[config.mk]
export PLATFORM = sky130hd
export DESIGN_NAME = traffic_light_ctrl_n
export DESIGN_NICKNAME = d
export VERILOG_FILES = /design/src/rtl/traffic_pkg.sv /design/src/rtl/tick_prescaler.sv /design/src/rtl/traffic_light_ctrl_n.sv
export SDC_FILE = /design/constraint.sdc
export NUM_CORES = 1
export LEC_CHECK = 0
export CAP_MARGIN = 20
export CORE_ASPECT_RATIO = 1.4
export CORE_MARGIN = 1
export CORE_UTILIZATION = 40
export DETAILED_ROUTE_END_ITERATION = 6
export GPL_ROUTABILITY_DRIVEN = 1
export PLACE_DENSITY = 0.65
export SLEW_MARGIN = 20
export SYNTH_ARGS = -nofsm -noshare
export SYNTH_HDL_FRONTEND = slang
export SYNTH_SLANG_ARGS = --single-unit
[constraint.sdc]
create_clock -name clk -period 2.7 [get_ports clk]
set_input_delay 0.405 -clock clk [delete_from_list [all_inputs] [get_ports clk]]
set_output_delay 0.405 -clock clk [all_outputs]
set_load 0.01 [all_outputs]
[src/rtl/traffic_pkg.sv]
// traffic_pkg
//   Shared definitions for the multi-approach traffic-light controller:
//   the phase codes reported on phase_o and the default phase durations.
package traffic_pkg;

   typedef enum logic [2:0] {
      PH_ALLRED = 3'd0,
      PH_GREEN  = 3'd1,
      PH_YELLOW = 3'd2,
      PH_WALK   = 3'd3,
      PH_FLASH  = 3'd4
   } phase_e;

   localparam int DEF_NUM_DIR  = 2;
   localparam int DEF_TICK_DIV = 1000;
   localparam int DEF_GREEN_T  = 10;
   localparam int DEF_YELLOW_T = 3;
   localparam int DEF_ALLRED_T = 1;
   localparam int DEF_WALK_T   = 5;
   localparam int DEF_TW       = 8;

endpackage

[src/rtl/tick_prescaler.sv]
// tick_prescaler
//   Divides clk down to a one-cycle tick every TICK_DIV enabled cycles.
//   The count freezes while ena is low, so a tick due at the terminal
//   count is delivered on the first enabled cycle afterwards.
// Ports:
//   clk     system clock
//   rst_n   asynchronous active-low reset (count returns to 0)
//   ena     advance enable
//   tick_o  single-cycle tick, high when count is terminal and ena=1
module tick_prescaler #(
   parameter int TICK_DIV = 1000
) (
   input  logic clk,
   input  logic rst_n,
   input  logic ena,
   output logic tick_o
);

   localparam int CW = (TICK_DIV > 1) ? $clog2(TICK_DIV) : 1;
   localparam logic [CW-1:0] CNT_LAST = CW'(TICK_DIV - 1);

   logic [CW-1:0] cnt_q, cnt_d;
   logic          at_last;

   assign at_last = (cnt_q == CNT_LAST);
   assign tick_o  = at_last && ena;

   always_comb begin
      cnt_d = cnt_q;
      if (ena) begin
         cnt_d = at_last ? '0 : cnt_q + CW'(1);
      end
   end

   always_ff @(posedge clk or negedge rst_n) begin
      if (!rst_n) begin
         cnt_q <= '0;
      end else begin
         cnt_q <= cnt_d;
      end
   end

endmodule

[src/rtl/traffic_light_ctrl_n.sv]
// traffic_light_ctrl_n
//   Multi-approach traffic-light controller: prescaled tick, down-counting
//   phase timer, demand-driven round-robin approach selection, optional
//   exclusive pedestrian phase and a flashing-yellow fault/night mode.
//   All lamp outputs are registered and change on the same edge as the state.
// Build option:
//   TRAFFIC_PED_EN  defined -> pedestrian pending latch, WALK phase and walk_o
//                   live; undefined -> ped_req_i ignored, walk_o held at 0.
// Ports:
//   clk, rst_n        clock, asynchronous active-low reset
//   ena               advance enable (low freezes prescaler, timer, state)
//   demand_i          per-approach vehicle demand (level)
//   ped_req_i         per-approach pedestrian button (level)
//   flash_i           flashing-yellow mode request (sampled on ticks)
//   red_o/yellow_o/green_o/walk_o  lamp drives per approach
//   active_o          approach owning green/yellow
//   phase_o           phase code (see traffic_pkg::phase_e)
//
// state     | meaning
// ----------+------------------------------------------------------------
// PH_ALLRED | all red clearance; then WALK (ped pending), GREEN or FLASH
// PH_GREEN  | active approach green; flash request cuts it short to YELLOW
// PH_YELLOW | active approach yellow; then ALLRED or FLASH
// PH_WALK   | all red, walk lamps from pending snapshot; then GREEN or FLASH
// PH_FLASH  | all yellow blinking per tick; flash_i low on a tick -> ALLRED
module traffic_light_ctrl_n
   import traffic_pkg::*;
#(
   parameter int NUM_DIR  = DEF_NUM_DIR,
   parameter int TICK_DIV = DEF_TICK_DIV,
   parameter int GREEN_T  = DEF_GREEN_T,
   parameter int YELLOW_T = DEF_YELLOW_T,
   parameter int ALLRED_T = DEF_ALLRED_T,
   parameter int WALK_T   = DEF_WALK_T,
   parameter int TW       = DEF_TW
) (
   input  logic               clk,
   input  logic               rst_n,
   input  logic               ena,
   input  logic [NUM_DIR-1:0] demand_i,
   input  logic [NUM_DIR-1:0] ped_req_i,
   input  logic               flash_i,
   output logic [NUM_DIR-1:0] red_o,
   output logic [NUM_DIR-1:0] yellow_o,
   output logic [NUM_DIR-1:0] green_o,
   output logic [NUM_DIR-1:0] walk_o,
   output logic [1:0]         active_o,
   output logic [2:0]         phase_o
);

   localparam logic [TW-1:0] GREEN_LD  = TW'(GREEN_T);
   localparam logic [TW-1:0] YELLOW_LD = TW'(YELLOW_T);
   localparam logic [TW-1:0] ALLRED_LD = TW'(ALLRED_T);
   localparam logic [TW-1:0] WALK_LD   = TW'(WALK_T);
   localparam logic [1:0]    LAST_DIR  = 2'(NUM_DIR - 1);

   logic tick;

   tick_prescaler #(.TICK_DIV(TICK_DIV)) u_presc (
      .clk    (clk),
      .rst_n  (rst_n),
      .ena    (ena),
      .tick_o (tick)
   );

   phase_e               phase_q, phase_d;
   logic [TW-1:0]        timer_q, timer_d;
   logic [1:0]           active_q, active_d;
   logic [NUM_DIR-1:0]   ped_pend_q, ped_pend_d;
   logic [NUM_DIR-1:0]   walk_q, walk_d;
   logic                 flash_lit_q, flash_lit_d;
   logic                 flash_req_q, flash_req_d;
   logic [NUM_DIR-1:0]   red_q, red_d;
   logic [NUM_DIR-1:0]   yellow_q, yellow_d;
   logic [NUM_DIR-1:0]   green_q, green_d;

   logic                 ped_any;
   logic                 clr_pend;
   logic                 go_flash;
   logic                 to_flash;

   // Round-robin pick: first demanding approach after active_q, wrapping
   // back to active_q itself; with no demand at all, simply step by one.
   logic [3:0] dem4;
   logic [1:0] next_dir;
   logic [1:0] cand;
   logic       found;

   assign dem4 = 4'(demand_i);

   always_comb begin
      next_dir = 2'((int'(active_q) + 1) % NUM_DIR);
      found    = 1'b0;
      cand     = '0;
      for (int k = 1; k <= NUM_DIR; k++) begin
         cand = 2'((int'(active_q) + k) % NUM_DIR);
         if (!found && dem4[cand]) begin
            next_dir = cand;
            found    = 1'b1;
         end
      end
   end

`ifdef TRAFFIC_PED_EN
   assign ped_any = |ped_pend_q;

   // Requests seen on the WALK entry edge are kept for the next cycle.
   always_comb begin
      ped_pend_d = clr_pend ? '0 : ped_pend_q;
      if (ena) begin
         ped_pend_d = ped_pend_d | ped_req_i;
      end
   end
`else
   logic unused_ped;

   assign ped_any    = 1'b0;
   assign ped_pend_d = '0;
   assign unused_ped = ^{ped_req_i, clr_pend};
`endif

   // A flash request seen on any tick is remembered until FLASH is entered,
   // so the current phase can finish normally first.
   assign go_flash = flash_req_q | flash_i;

   always_comb begin
      phase_d     = phase_q;
      timer_d     = timer_q;
      active_d    = active_q;
      walk_d      = walk_q;
      flash_lit_d = flash_lit_q;
      flash_req_d = flash_req_q;
      clr_pend    = 1'b0;
      to_flash    = 1'b0;

      if (tick) begin
         if (phase_q == PH_FLASH) begin
            if (!flash_i) begin
               phase_d = PH_ALLRED;
               timer_d = ALLRED_LD;
            end else begin
               flash_lit_d = ~flash_lit_q;
            end
         end else begin
            if (flash_i) begin
               flash_req_d = 1'b1;
            end
            if (phase_q == PH_GREEN && flash_i) begin
               phase_d = PH_YELLOW;
               timer_d = YELLOW_LD;
            end else if (timer_q == TW'(1)) begin
               case (phase_q)
                  PH_ALLRED: begin
                     if (go_flash) begin
                        to_flash = 1'b1;
                     end else if (ped_any) begin
                        phase_d  = PH_WALK;
                        timer_d  = WALK_LD;
                        walk_d   = ped_pend_q;
                        clr_pend = 1'b1;
                     end else begin
                        phase_d  = PH_GREEN;
                        timer_d  = GREEN_LD;
                        active_d = next_dir;
                     end
                  end
                  PH_GREEN: begin
                     phase_d = PH_YELLOW;
                     timer_d = YELLOW_LD;
                  end
                  PH_YELLOW: begin
                     if (go_flash) begin
                        to_flash = 1'b1;
                     end else begin
                        phase_d = PH_ALLRED;
                        timer_d = ALLRED_LD;
                     end
                  end
                  PH_WALK: begin
                     walk_d = '0;
                     if (go_flash) begin
                        to_flash = 1'b1;
                     end else begin
                        phase_d  = PH_GREEN;
                        timer_d  = GREEN_LD;
                        active_d = next_dir;
                     end
                  end
                  default: begin
                     phase_d = PH_ALLRED;
                     timer_d = ALLRED_LD;
                  end
               endcase
            end else begin
               timer_d = timer_q - TW'(1);
            end
         end
      end

      if (to_flash) begin
         phase_d     = PH_FLASH;
         flash_lit_d = 1'b1;
         flash_req_d = 1'b0;
         walk_d      = '0;
      end
   end

   // Lamps decoded from next state so they register alongside it.
   logic [NUM_DIR-1:0] own_d;

   assign own_d = {{(NUM_DIR-1){1'b0}}, 1'b1} << active_d;

   always_comb begin
      red_d    = '1;
      yellow_d = '0;
      green_d  = '0;
      case (phase_d)
         PH_GREEN: begin
            green_d = own_d;
            red_d   = ~own_d;
         end
         PH_YELLOW: begin
            yellow_d = own_d;
            red_d    = ~own_d;
         end
         PH_FLASH: begin
            red_d    = '0;
            yellow_d = {NUM_DIR{flash_lit_d}};
         end
         default: ;
      endcase
   end

   always_ff @(posedge clk or negedge rst_n) begin
      if (!rst_n) begin
         phase_q     <= PH_ALLRED;
         timer_q     <= ALLRED_LD;
         active_q    <= LAST_DIR;
         ped_pend_q  <= '0;
         walk_q      <= '0;
         flash_lit_q <= 1'b0;
         flash_req_q <= 1'b0;
         red_q       <= '1;
         yellow_q    <= '0;
         green_q     <= '0;
      end else begin
         phase_q     <= phase_d;
         timer_q     <= timer_d;
         active_q    <= active_d;
         ped_pend_q  <= ped_pend_d;
         walk_q      <= walk_d;
         flash_lit_q <= flash_lit_d;
         flash_req_q <= flash_req_d;
         red_q       <= red_d;
         yellow_q    <= yellow_d;
         green_q     <= green_d;
      end
   end

   assign red_o    = red_q;
   assign yellow_o = yellow_q;
   assign green_o  = green_q;
   assign walk_o   = walk_q;
   assign active_o = active_q;
   assign phase_o  = phase_q;

endmodule

# == Yosys cells after proc, flatten, opt, wreduce, memory -nomap -nowiden ==
# Index checks and enable logic that the tools add are counted.
# word_totals
reg_bits,33
inputBits,8
out_inout_bits,13
wordCells,103
# classes
add_sub_neg,4
n_lt_le_gt_ge,2
eq_ne,14
n_shift,1
n_mux,52
bitwise_logic,5
n_reduce_logical,15
# ops
operator,count
$mux W8,6
$mux W2,14
$mux W3,8
$pmux W8 S3,1
$mux W1,17
$add A10 B1 Y10 const B,1
$eq A10 B10 Y1 const B,1
$mux W10,1
$ne A5 B5 Y1 const B,2
$eq A3 B2 Y1 const B,3
$pmux W3 S3,1
$eq A8 B1 Y1 const B,1
$pmux W2 S2,2
$reduce_bool A2 Y1,4
$sub A8 B1 Y8 const B,1
$eq A3 B1 Y1 const B,2
$eq A3 B3 Y1 const B,2
$lt A2 B3 Y1 const B,2
$ne A2 B2 Y1 const B,3
$reduce_and A5 Y1,1
$bmux W1 S2,2
$reduce_and A4 Y1,1
$reduce_or A2 Y1,2
$logic_and A1 B1 Y1,3
10 further kinds,12

# == Logic depth before layout (Yosys ltp) ==
# Gate-level depths: netlist (run 1).
# depth
depth_word,17
mapped_depth,9
depth_no_buf,9

# == Cells and area by module ==
# From an unflattened synthesis (run 1), not the netlist that was laid out.
# hier_totals
hier_cells,201
hier_area_um2,1839.3
# by_module_without_submodules
mod,instances,cells_per_inst,area_each_um2,seq_area_each_um2
traffic_light_ctrl_n,1,150,1332.5,530.5
tick_prescaler,1,51,506.7,250.2

# == Worst setup path after synthesis (run 1) ==
# No wires, ideal clock.
# synth_path
path_kind,register to register
startpoint,reg u_presc.cnt_q[0]
endpoint,reg green_q[0] (netlist: green_o[0])
setup_ps,86
arrival_time_ps,2089
required_ps,2614
setup_slack_ps,525
path_stages_with_launch,9
n_path_buf,1
synth_period_minus_slack_ps,2175
cell_sequence,dfrtp_1 -> ha_1 -> nand3_2 -> or4_4 -> buf_6 -> or3_1 -> a21boi_2 -> a21oi_2 -> nor3_1
# synth_between
elab_chain_cells,6
elab_cells_between_ends,9
cone_classes,2 x eq/ne; 1 x shift; 5 x mux; 1 x reduce/logical
# synth_lines
item,line_no,rtl
"start, declared",tick_prescaler.sv:22,"logic [CW-1:0] cnt_q, cnt_d;"
"start signal, assigned",tick_prescaler.sv:39,cnt_q <= cnt_d;
$eq A10 B10 Y1 (*),tick_prescaler.sv:25,assign at_last = (cnt_q == CNT_LAST);
$logic_and A1 B1 Y1 (*),tick_prescaler.sv:26,assign tick_o = at_last && ena;
$mux W3 or $mux W1 (tied branches),traffic_light_ctrl_n.sv:136,if (tick) begin
$mux W3,traffic_light_ctrl_n.sv:200,if (to_flash) begin
$eq A3 B1 Y1,traffic_light_ctrl_n.sv:217,case (phase_d)
$mux W2 (*),traffic_light_ctrl_n.sv:217,
named net green_d[0],traffic_light_ctrl_n.sv:75,"logic [NUM_DIR-1:0] green_q, green_d;"
"end signal, assigned",traffic_light_ctrl_n.sv:256,green_q <= green_d;
"end, declared",traffic_light_ctrl_n.sv:75,
# Mark *: on every way through the listed nets, which the timed path passes. The rest lies on a longest branch.
# A chain may end at the register's enable or synchronous reset.

# == Worst setup path after layout (run 1) ==
# layout_path
startpoint,reg timer_q[0]
endpoint,reg yellow_q[1] (netlist: yellow_o[1])
# layout_between
elab_chain_cells,8
elab_cells_between_ends,19
cone_classes,3 x eq/ne; 1 x shift; 15 x mux
# layout_lines
item,line_no,rtl
"start, declared",traffic_light_ctrl_n.sv:67,"logic [TW-1:0] timer_q, timer_d;"
"start signal, assigned",traffic_light_ctrl_n.sv:248,timer_q <= timer_d;
$eq A8 B1 Y1 (*),traffic_light_ctrl_n.sv:151,end else if (timer_q == TW'(1)) begin
$mux W3 or $mux W1 (tied branches),traffic_light_ctrl_n.sv:151,
$mux W3 or $mux W1 (tied branches),traffic_light_ctrl_n.sv:148,if (phase_q == PH_GREEN && flash_i) begin
$mux W3 or $mux W1 (tied branches),traffic_light_ctrl_n.sv:137,if (phase_q == PH_FLASH) begin
$mux W3 or $mux W1 (tied branches),traffic_light_ctrl_n.sv:136,
$mux W3,traffic_light_ctrl_n.sv:200,
$eq A3 B3 Y1 or $eq A3 B2 Y1 (tied branches),traffic_light_ctrl_n.sv:217,
$pmux W2 S2 (*),traffic_light_ctrl_n.sv:217,
named net yellow_d[1],traffic_light_ctrl_n.sv:74,"logic [NUM_DIR-1:0] yellow_q, yellow_d;"
"end signal, assigned",traffic_light_ctrl_n.sv:255,yellow_q <= yellow_d;
"end, declared",traffic_light_ctrl_n.sv:74,
# Marks and branches as above.

==> results of run 1 <==
==> worst max-delay path by stage <==
stage                      from           to  slack, ns  cells after the start
3_3_place_gp                ena  yellow_o[1]       0.14                      8
4_1_cts              timer_q[0]  yellow_o[1]       0.33                      8
3_5_place_dp                ena   green_o[0]       0.12                      7
6_report             timer_q[0]  yellow_o[1]       0.35                      7
2_1_floorplan  u_presc.cnt_q[0]   green_o[0]       0.52                      8
5_1_grt              timer_q[0]  yellow_o[1]       0.14                      8
==> cell usage after synthesis, types with 2 or more instances <==
cell type	n	area share (%)
nor4_4	3	3.5
mux2i_1	4	2.2
nor2_1	16	3.3
ha_1	3	2.0
nand2_1	11	2.3
a21oi_1	10	2.7
clkbuf_1	3	0.61
o211ai_1	2	0.82
xnor2_1	5	2.4
nand3_1	8	2.2
o21ai_0	11	3.0
nand2b_1	5	1.7
or2_2	5	1.7
nor3_1	8	2.2
a211oi_1	3	1.2
inv_1	11	2.3
nor3b_2	2	1.4
nand4_1	3	1.0
dfstp_2	4	5.7
xor2_1	6	2.9
and2_1	4	1.4
buf_4	3	1.2
dfrtp_1	27	37
o22ai_1	2	0.68
a31oi_1	2	0.68
or3_1	4	1.4
==> layer usage <==
| metal | routed length [microns] | share of wire [%] |
|---|---|---|
| met5 | 0 | 0 |
| met1 | 1570 | 43 |
| met4 | 80 | 2.2 |
| met2 | 1860 | 51 |
| met3 | 104 | 2.9 |
==> layout make-up <==
class,instances,area [sq um]
fill,421,2140
multi-input combinational,142,965
sequential,31,781
timing repair buffer,24,220
clock buffer,7,86.3
tap,60,75.1
inverter,11,41.3
clock inverter,1,5.00
==> flip-flops by register name, summed over array words and instances, names as in the netlist <==
name / flops
yellow_o: 2
red_o: 2
flash_lit_q: 1
u_presc.cnt_q: 10
timer_q: 8
flash_req_q: 1
active_o: 2
phase_o: 3
green_o: 2
==> kinds of logic after synthesis <==
| group | Yosys count |
|---|---|
| AO/OA/AOI/OAI | 43 |
| XOR/XNOR | 11 |
| adder cells (fa/ha/maj) | 3 |
| buffers and inverters | 19 |
| flip-flops | 31 |
| multiplexers | 5 |
| other | 1 |
| AND/OR/NAND/NOR | 78 |
==> critical path, delay by kind of cell (launching register included) <==
family | cells | cell delay [ns]
muxes | 1 | 0.38
AOI/OAI and AO/OA | 1 | 0.14
and+or+nand+nor | 4 | 1.06
DFF | 1 | 0.55
adders and majority gates | 1 | 0.13
==> layout by cell type, fill, tap and decap left out, drive strengths merged, types with 3 or more instances in the layout <==
cell / n
nor3: 8
clkbuf: 7
and2: 4
or2: 6
nand4: 3
or3: 4
a211oi: 3
mux2i: 4
clkdlybuf4s50: 16
buf: 8
xnor2: 5
ha: 3
xor2: 6
nor2: 16
nand2: 12
a21oi: 11
dfrtp: 27
o21ai: 12
nand2b: 5
dfstp: 4
inv: 11
nand3: 9
nor4: 3
==> power groups by stage <==
stage | clock, uW | sequential, uW | combinational (uW)
4_1_cts | 380 | 556 | 104
3_5_place_dp | 0 | 563 | 104
5_1_grt | 394 | 563 | 119
3_3_place_gp | 0 | 562 | 99.6
6_report | 365 | 557 | 102
2_1_floorplan | 0 | 539 | 91.7
==> through the flow <==
| stage | total power (uW) | instances | setup slack [ns] | hold WS [ns] |
|---|---|---|---|---|
| 6_report | 1020 | 276 | 0.351 | 0.503 |
| 5_1_grt | 1080 | 276 | 0.137 | 0.552 |
| 4_1_cts | 1040 | 276 | 0.331 | 0.511 |
| 3_5_place_dp | 667 | 268 | 0.115 | 0.502 |
| 3_3_place_gp | 662 | 268 | 0.142 | 0.495 |
| 2_1_floorplan | 631 | 192 | 0.525 | 0.109 |
==> results.py, run 1 <==
metrics = {
    "outcome": {
        "outcome": "completed",
    },
    "sta": {
        "min_period_over_period_pct": 87.0,
        "finalSetupViolCount": 0,
        "finalMaxSlewViolations": 0,
        "tns_ns": 0,
        "finalHoldViolations": 0,
        "fmax_ghz": 0.426,
        "finClkSkew_ns": 0.00602,
        "final.min_clock_period_ns": 2.35,
        "rsz0062_at_grt": "false",
    },
    "setup_path": {
        "slowest_delay_ns": 0.55,
        "r2r_cells": 7,
        "reg2reg_to": "yellow_o[1]",
        "cp_cell_sequence": "ha_1 -> nor3b_2 -> and2_1 -> nand3_1 -> mux2_2 -> or2_0 -> a21oi_1",
        "path_max_fanout": 6,
        "crit_arrival_ns": 2.55,
        "reg2reg_from": "timer_q[0]",
        "criticalPathCategory": "reg -> reg",
        "r2r_slack_ns": 0.35,
        "worstSetupStartpointType": "register",
        "slowest_stage": "dfstp_2",
        "critPathCaptureType": "register",
        "required_ns": 2.90,
    },
    "die": {
        "dieArea_sq_mm": 0.00486,
        "die_h_microns": 82.1,
        "core-area_sq_mm": 0.00431,
        "initial_core_util_pct": 42.5,
        "num_rows": 28,
        "die_width_microns": 59.2,
        "io_pins": 21,
    },
    "clock_network": {
        "holdBufCountCts": 0,
        "cts_tree": "yes",
        "htreeDepth": 2,
        "clock_sinks": 31,
        "root_buffer": "clkbuf_8",
        "numCtsBuffers": 5,
        "cts_buffer_depth": 2,
        "cts_setup_buffers": 0,
        "insertion_delay_ns": 0.28,
        "clk_pin_slew_ns": 0.06,
        "cts_resized": 0,
    },
    "global_route": {
        "grt_use_met2_pct": 30.6,
        "use_met3_pct": 3.27,
        "grt_pass1_wl_mm": 6.42,
        "antenna_found_initial": 0,
        "met1_usage_pct": 20.3,
        "busiest_layer": "met2",
        "gr-total-overflow": 0,
        "grt_pass1_vias": 1455,
        "grt_max_degree": 32,
        "grtUsageTotal_pct": 17.8,
    },
    "routing": {
        "via_count": 1447,
        "firstDrtPassIters": 4,
        "wire_per_inst_microns": 13.1,
        "drtIter0Drc": 47,
        "wl_mm": 3.61,
        "drc_errors": 0,
        "vias_per_cell": 5.24,
        "drt.antenna.violating_nets": 0,
    },
    "hold_path": {
        "min-delay-start": "u_presc.cnt_q[0]",
        "worstHoldPathType": "reg -> reg",
        "hold_end": "u_presc.cnt_q[0]",
        "hold_depth": 1,
    },
    "synthesis": {
        "synth_edf_count": 0,
        "synthAdderAreaFrac_pct": 2.05,
        "synth_compound_area_share_pct": 16.2,
        "ys_types": 52,
        "ys_seq_elements": 31,
        "muxShareOfSynthArea_pct": 2.80,
        "syn_area_per_cell_sq_um": 9.60,
        "async_reset_ff_share_pct": 100,
        "synth_top_flop_cell": "dfrtp_1",
        "synth-simple-area-share_pct": 25.9,
        "synthXorXnorAreaFrac_pct": 5.26,
        "synth-warning-count": 0,
        "synth_seq_area_share_pct": 42.6,
        "syn_inst": 191,
        "netlist_area_sq_mm": 0.00183,
        "synth_top_family_by_area": "simple AND/OR/NAND/NOR gates",
    },
    "job": {
        "maxCapViolCount": 0,
    },
    "power_and_ir_drop": {
        "p_seq_share_pct": 54.4,
        "vdd_drop_max_uv": 258,
        "p_comb_share_pct": 10.0,
        "p_sw_share_pct": 26.1,
        "p_int_uw": 757,
        "power_switching_uw": 267,
        "power_leakage_uw": 0.000930,
        "power.density_mw_per_mm2": 471,
        "p_clk_share_pct": 35.6,
    },
    "cells_and_area": {
        "utilization_pct": 50.4,
        "fin_area_sq_mm": 0.00217,
        "drive_above_1_share_pct": 17.6,
        "final_nets": 226,
        "areaGrowthSynthToFinish_pct": 18.6,
        "antenna-diode-count": 0,
    },
    "placed_design": {
        "dpl.hpwl_mm": 2.67,
        "portBuffers": 16,
        "place_area_sq_mm": 0.00208,
        "gp_congestion": 0.838,
    },
}
Note: power is estimated with default switching activity, not from simulation.
==> run 2, diff against run 1 <==
--- a/config.mk
+++ b/config.mk
@@ -12,6 +12,7 @@
 export DETAILED_ROUTE_END_ITERATION = 6
 export GPL_ROUTABILITY_DRIVEN = 1
 export PLACE_DENSITY = 0.65
+export RECOVER_POWER = 100
 export SLEW_MARGIN = 20
 export SYNTH_ARGS = -nofsm -noshare
 export SYNTH_HDL_FRONTEND = slang
==> results.py, run 2 (synthesized netlist as in run 1, its figures left out) <==
metrics = {
    "clock_network": {
        "cts_resized": 0,
        "cts_tree": "yes",
        "cts_setup_buffers": 0,
        "htreeDepth": 2,
        "root_buffer": "clkbuf_8",
        "clk_pin_slew_ns": 0.06,
        "cts_buffer_depth": 2,
        "numCtsBuffers": 5,
        "insertion_delay_ns": 0.28,
        "holdBufCountCts": 0,
        "clock_sinks": 31,
    },
    "sta": {
        "fmax_ghz": 0.417,
        "min_period_over_period_pct": 88.8,
        "finalMaxSlewViolations": 32,
        "hold_ws_ns": 0.503,
        "worstMarginPinSlew_ns": 1.66,
        "final.min_clock_period_ns": 2.40,
        "rsz0062_at_grt": "false",
        "tns_ns": 0,
        "finalHoldViolations": 0,
        "relSlewSlack_pct": -10.5,
        "finClkSkew_ns": 0.00624,
        "finalSetupViolCount": 0,
    },
    "die": {
        "die_h_microns": 82.1,
        "io_pins": 21,
        "core-area_sq_mm": 0.00431,
        "num_rows": 28,
        "initial_core_util_pct": 42.5,
        "die_width_microns": 59.2,
        "dieArea_sq_mm": 0.00486,
    },
    "global_route": {
        "grt_pass1_wl_mm": 6.42,
        "antenna_found_initial": 0,
        "gr-total-overflow": 0,
        "grt_max_degree": 32,
        "grt_pass1_vias": 1455,
        "grtUsageTotal_pct": 17.8,
    },
    "setup_path": {
        "reg2reg_from": "timer_q[0]",
        "crit_arrival_ns": 2.61,
        "r2r_cells": 7,
        "required_ns": 2.91,
        "path_max_fanout": 9,
        "critPathCaptureType": "register",
        "reg2reg_to": "yellow_o[1]",
        "r2r_slack_ns": 0.33,
        "worstSetupStartpointType": "primary input",
        "criticalPathCategory": "in -> reg",
    },
    "routing": {
        "wl_mm": 3.60,
        "wire_per_inst_microns": 13.1,
        "via_count": 1451,
        "firstDrtPassIters": 4,
        "vias_per_cell": 5.26,
        "drtIter0Drc": 51,
        "drc_errors": 0,
        "drt.antenna.violating_nets": 0,
    },
    "placed_design": {
        "place_inst": 268,
        "dpl.hpwl_mm": 2.67,
        "place_area_sq_mm": 0.00208,
        "portBuffers": 16,
        "gp_congestion": 0.838,
    },
    "cells_and_area": {
        "fill_cells": 423,
        "drive_above_1_share_pct": 14.4,
        "fin_area_sq_mm": 0.00214,
        "largest_reg_flops": 10,
        "final_nets": 226,
        "antenna-diode-count": 0,
        "layout_commonest_cell": "dfrtp_1",
        "top_register": "u_presc.cnt_q",
        "instances_no_fill": 276,
        "final_cell_mix": "dfrtp_1 (27), nor2_1 (16), dlygate4sd3_1 (13)",
        "utilization_pct": 49.6,
        "areaGrowthSynthToFinish_pct": 16.7,
        "regArea_sq_um": 781,
        "multi_input_area_sq_um": 948,
    },
    "hold_path": {
        "hold_end": "u_presc.cnt_q[0]",
        "min-delay-start": "u_presc.cnt_q[0]",
        "worstHoldPathType": "reg -> reg",
        "hold_depth": 1,
    },
    "job": {
        "maxCapViolCount": 1,
    },
    "power_and_ir_drop": {
        "vdd_drop_max_uv": 254,
        "power.density_mw_per_mm2": 477,
        "power_leakage_uw": 0.000939,
    },
    "outcome": {
        "failed_checks": "capacitance limit, slew limit",
        "outcome": "finished with violations",
    },
}
==> run 2: changes by cell type in the layout (fill, tap and decap cells not counted) <==
cell | before | now
and2_1 | 4 | 2
dfstp_2 | 4 | 3
clkbuf_1 | 1 | 6
nand3_2 | 1 | 0
a221oi_4 | 1 | 0
clkdlybuf4s50_1 | 16 | 3
dfstp_1 | 0 | 1
buf_4 | 8 | 3
nand3_1 | 8 | 9
a221oi_2 | 0 | 1
dlygate4sd3_1 | 0 | 13
and2_0 | 0 | 2
==> run 2: area by class of cell <==
type | instances | share of cell area (%)
multi-input cells | 142 | 44.4
repair buffers | 24 | 9.42
flip-flops and latches | 31 | 36.5
well taps | 60 | 3.51
clock inverters | 1 | 0.234
clock buffers | 7 | 4.04
inverters | 11 | 1.93
==> run 2: power breakdown <==
group	switching [uW]	total, uW	leakage (uW)	internal, uW
logic	51.7	98.3	0.000495	46.6
clock network	160	365	0.0000482	205
registers	53.1	556	0.000396	503
==> run 2: worst max path at each step <==
stage                                 from           to  slack (ns)
final                                  ena   timer_q[3]        0.30
after global routing            timer_q[0]  yellow_o[1]        0.10
after CTS                       timer_q[0]  yellow_o[1]        0.33
after detailed placement               ena   green_o[0]        0.12
after global placement                 ena  yellow_o[1]        0.14
after floorplan           u_presc.cnt_q[0]   green_o[0]        0.52
==> run 2: per-layer routing <==
metal | wire [microns] | part of all wire [%] | GRT usage [%]
met5 | 0 | 0 | 0
met1 | 1570 | 44 | 20.3
met3 | 104 | 2.9 | 3.27
met4 | 80 | 2.2 | 10.5
met2 | 1850 | 51 | 30.6
==> run 2: through the flow <==
stage	total power [uW]	worst slack (ns)
detailed placement	667	0.115
global route	1070	0.101
finish	1020	0.301
floorplan	631	0.525
global placement	662	0.142
CTS	1040	0.331
==> run 2: worst max-delay path, cell delays in order <==
cell and delay [ns]:
dlygate4sd3_1 0.55, nand3_1 0.17, or4_4 0.65, a221oi_2 0.40
clkbuf_1 0.23, a21oi_1 0.09, a21oi_1 0.11
==> run 3, diff against run 2 <==
--- a/config.mk
+++ b/config.mk
@@ -9,8 +9,10 @@
 export CORE_ASPECT_RATIO = 1.4
 export CORE_MARGIN = 1
 export CORE_UTILIZATION = 40
+export CTS_BUF_LIST = sky130_fd_sc_hd__clkbuf_4
 export DETAILED_ROUTE_END_ITERATION = 6
 export GPL_ROUTABILITY_DRIVEN = 1
+export MAX_ROUTING_LAYER = met4
 export PLACE_DENSITY = 0.65
 export RECOVER_POWER = 100
 export SLEW_MARGIN = 20
==> results.py, run 3 (synthesized netlist as in run 1, its figures left out) <==
metrics = {
    "outcome": {
        "outcome": "finished with violations",
        "failed_checks": "capacitance limit, slew limit",
    },
    "sta": {
        "finalHoldViolations": 0,
        "timing.final.ws_setup_ns": 0.295,
        "relSlewSlack_pct": -8.93,
        "min_period_over_period_pct": 89.1,
        "worstMarginPinSlew_ns": 1.63,
        "final.min_clock_period_ns": 2.40,
        "finalMaxSlewViolations": 32,
        "rsz0062_at_grt": "false",
        "fmax_ghz": 0.416,
        "finClkSkew_ns": 0.00817,
        "finalSetupViolCount": 0,
        "tns_ns": 0,
    },
    "global_route": {
        "grt_use_met2_pct": 30.2,
        "grt_max_degree": 32,
        "antenna_found_initial": 0,
        "grt_pass1_vias": 1458,
        "gr-total-overflow": 0,
        "busiest_layer": "met2",
        "met1_usage_pct": 20.5,
        "grt_pass1_wl_mm": 6.46,
        "use_met3_pct": 4.36,
        "grtUsageTotal_pct": 18.4,
    },
    "die": {
        "initial_core_util_pct": 42.5,
        "dieArea_sq_mm": 0.00486,
        "io_pins": 21,
        "die_h_microns": 82.1,
        "num_rows": 28,
        "die_width_microns": 59.2,
        "core-area_sq_mm": 0.00431,
    },
    "cells_and_area": {
        "utilization_pct": 48.7,
        "drive_above_1_share_pct": 13.9,
        "final_cell_mix": "dfrtp_1 (27), nor2_1 (16), dlygate4sd3_1 (13)",
        "antenna-diode-count": 0,
        "fin_area_sq_mm": 0.00210,
        "final_nets": 226,
        "regArea_sq_um": 781,
        "instances_no_fill": 276,
        "layout_commonest_cell": "dfrtp_1",
        "fill_cells": 427,
        "multi_input_area_sq_um": 945,
        "areaGrowthSynthToFinish_pct": 14.4,
        "largest_reg_flops": 10,
        "top_register": "u_presc.cnt_q",
    },
    "routing": {
        "drc_errors": 0,
        "drtIter0Drc": 61,
        "wl_mm": 3.59,
        "via_count": 1451,
        "wire_per_inst_microns": 13.0,
        "drt.antenna.violating_nets": 0,
        "firstDrtPassIters": 4,
        "vias_per_cell": 5.26,
    },
    "clock_network": {
        "htreeDepth": 2,
        "cts_buffer_depth": 2,
        "insertion_delay_ns": 0.33,
        "clk_pin_slew_ns": 0.09,
        "cts_setup_buffers": 0,
        "cts_resized": 0,
        "numCtsBuffers": 5,
        "root_buffer": "clkbuf_4",
        "holdBufCountCts": 0,
        "cts_tree": "yes",
        "clock_sinks": 31,
    },
    "hold_path": {
        "worstHoldPathType": "reg -> reg",
    },
    "power_and_ir_drop": {
        "vdd_drop_max_uv": 253,
        "power_leakage_uw": 0.000925,
        "power.density_mw_per_mm2": 436,
    },
    "setup_path": {
        "path_max_fanout": 9,
        "criticalPathCategory": "reg -> reg",
        "worstSetupStartpointType": "register",
        "r2r_slack_ns": 0.30,
        "required_ns": 2.95,
        "critPathCaptureType": "register",
        "crit_arrival_ns": 2.66,
    },
    "placed_design": {
        "place_area_sq_mm": 0.00208,
        "gp_congestion": 0.850,
        "dp_slack_ns": 0.115,
        "place_inst": 268,
        "portBuffers": 16,
        "dpl.hpwl_mm": 2.67,
    },
    "job": {
        "maxCapViolCount": 1,
    },
}
## run 3: cell count changes in the layout (fill, tap and decap cells not counted)
cell / change
a21boi_0: +1
and2_0: -1
clkbuf_8: -6
clkinv_1: +1
a21boi_2: -1
clkbuf_4: +6
and2_1: +1
clkbuf_1: -1
## run 3: cell type report
class	instances	share of cell area, %
inverters	11	1.97
repair buffers	24	9.61
clock buffers	6	2.15
flip-flops and latches	31	37.2
multi-input cells	142	45.0
well taps	60	3.58
clock inverters	2	0.418
## run 3: final timing paths
| kind | end | from | cells past startpoint |
|---|---|---|---|
| worst max register to register | green_o[0] | u_presc.cnt_q[0] | 7 |
| worst max-delay path | green_o[0] | u_presc.cnt_q[0] | 7 |
| min in group asynchronous | flash_lit_q | rst_n | 2 |
| max in group asynchronous | timer_q[7] | rst_n | 2 |
| worst min register to register | u_presc.cnt_q[0] | u_presc.cnt_q[0] | 1 |
| worst min-delay path | u_presc.cnt_q[0] | u_presc.cnt_q[0] | 1 |
## run 3: routing by layer
metal  wire length [microns]  vias to the layer above
li1                        -                      720
met1                    1540                      694
met2                    1830                       30
met3                     134                        7
met4                      87                        0
met5                       0                        -
## run 3: stage by stage
stage,hold slack (ns),power (uW)
2_1_floorplan,0.109,631
3_3_place_gp,0.495,662
3_5_place_dp,0.502,667
4_1_cts,0.472,932
5_1_grt,0.558,965
6_report,0.507,914
## run 3: critical path, cell delays in order (launching register included)
cell and delay [ns]:
dfrtp_1 0.39, ha_1 0.21, nand3_1 0.19, or4_4 0.65, or3_1 0.37, a21boi_0 0.20, a21oi_2 0.11, nor3_1 0.21
## run 3: where the power goes
part	internal, uW	total, uW	switching [uW]
clock	108	261	153
sequential	502	555	53.2
combinational	46.6	98.3	51.7
total	656	914	258
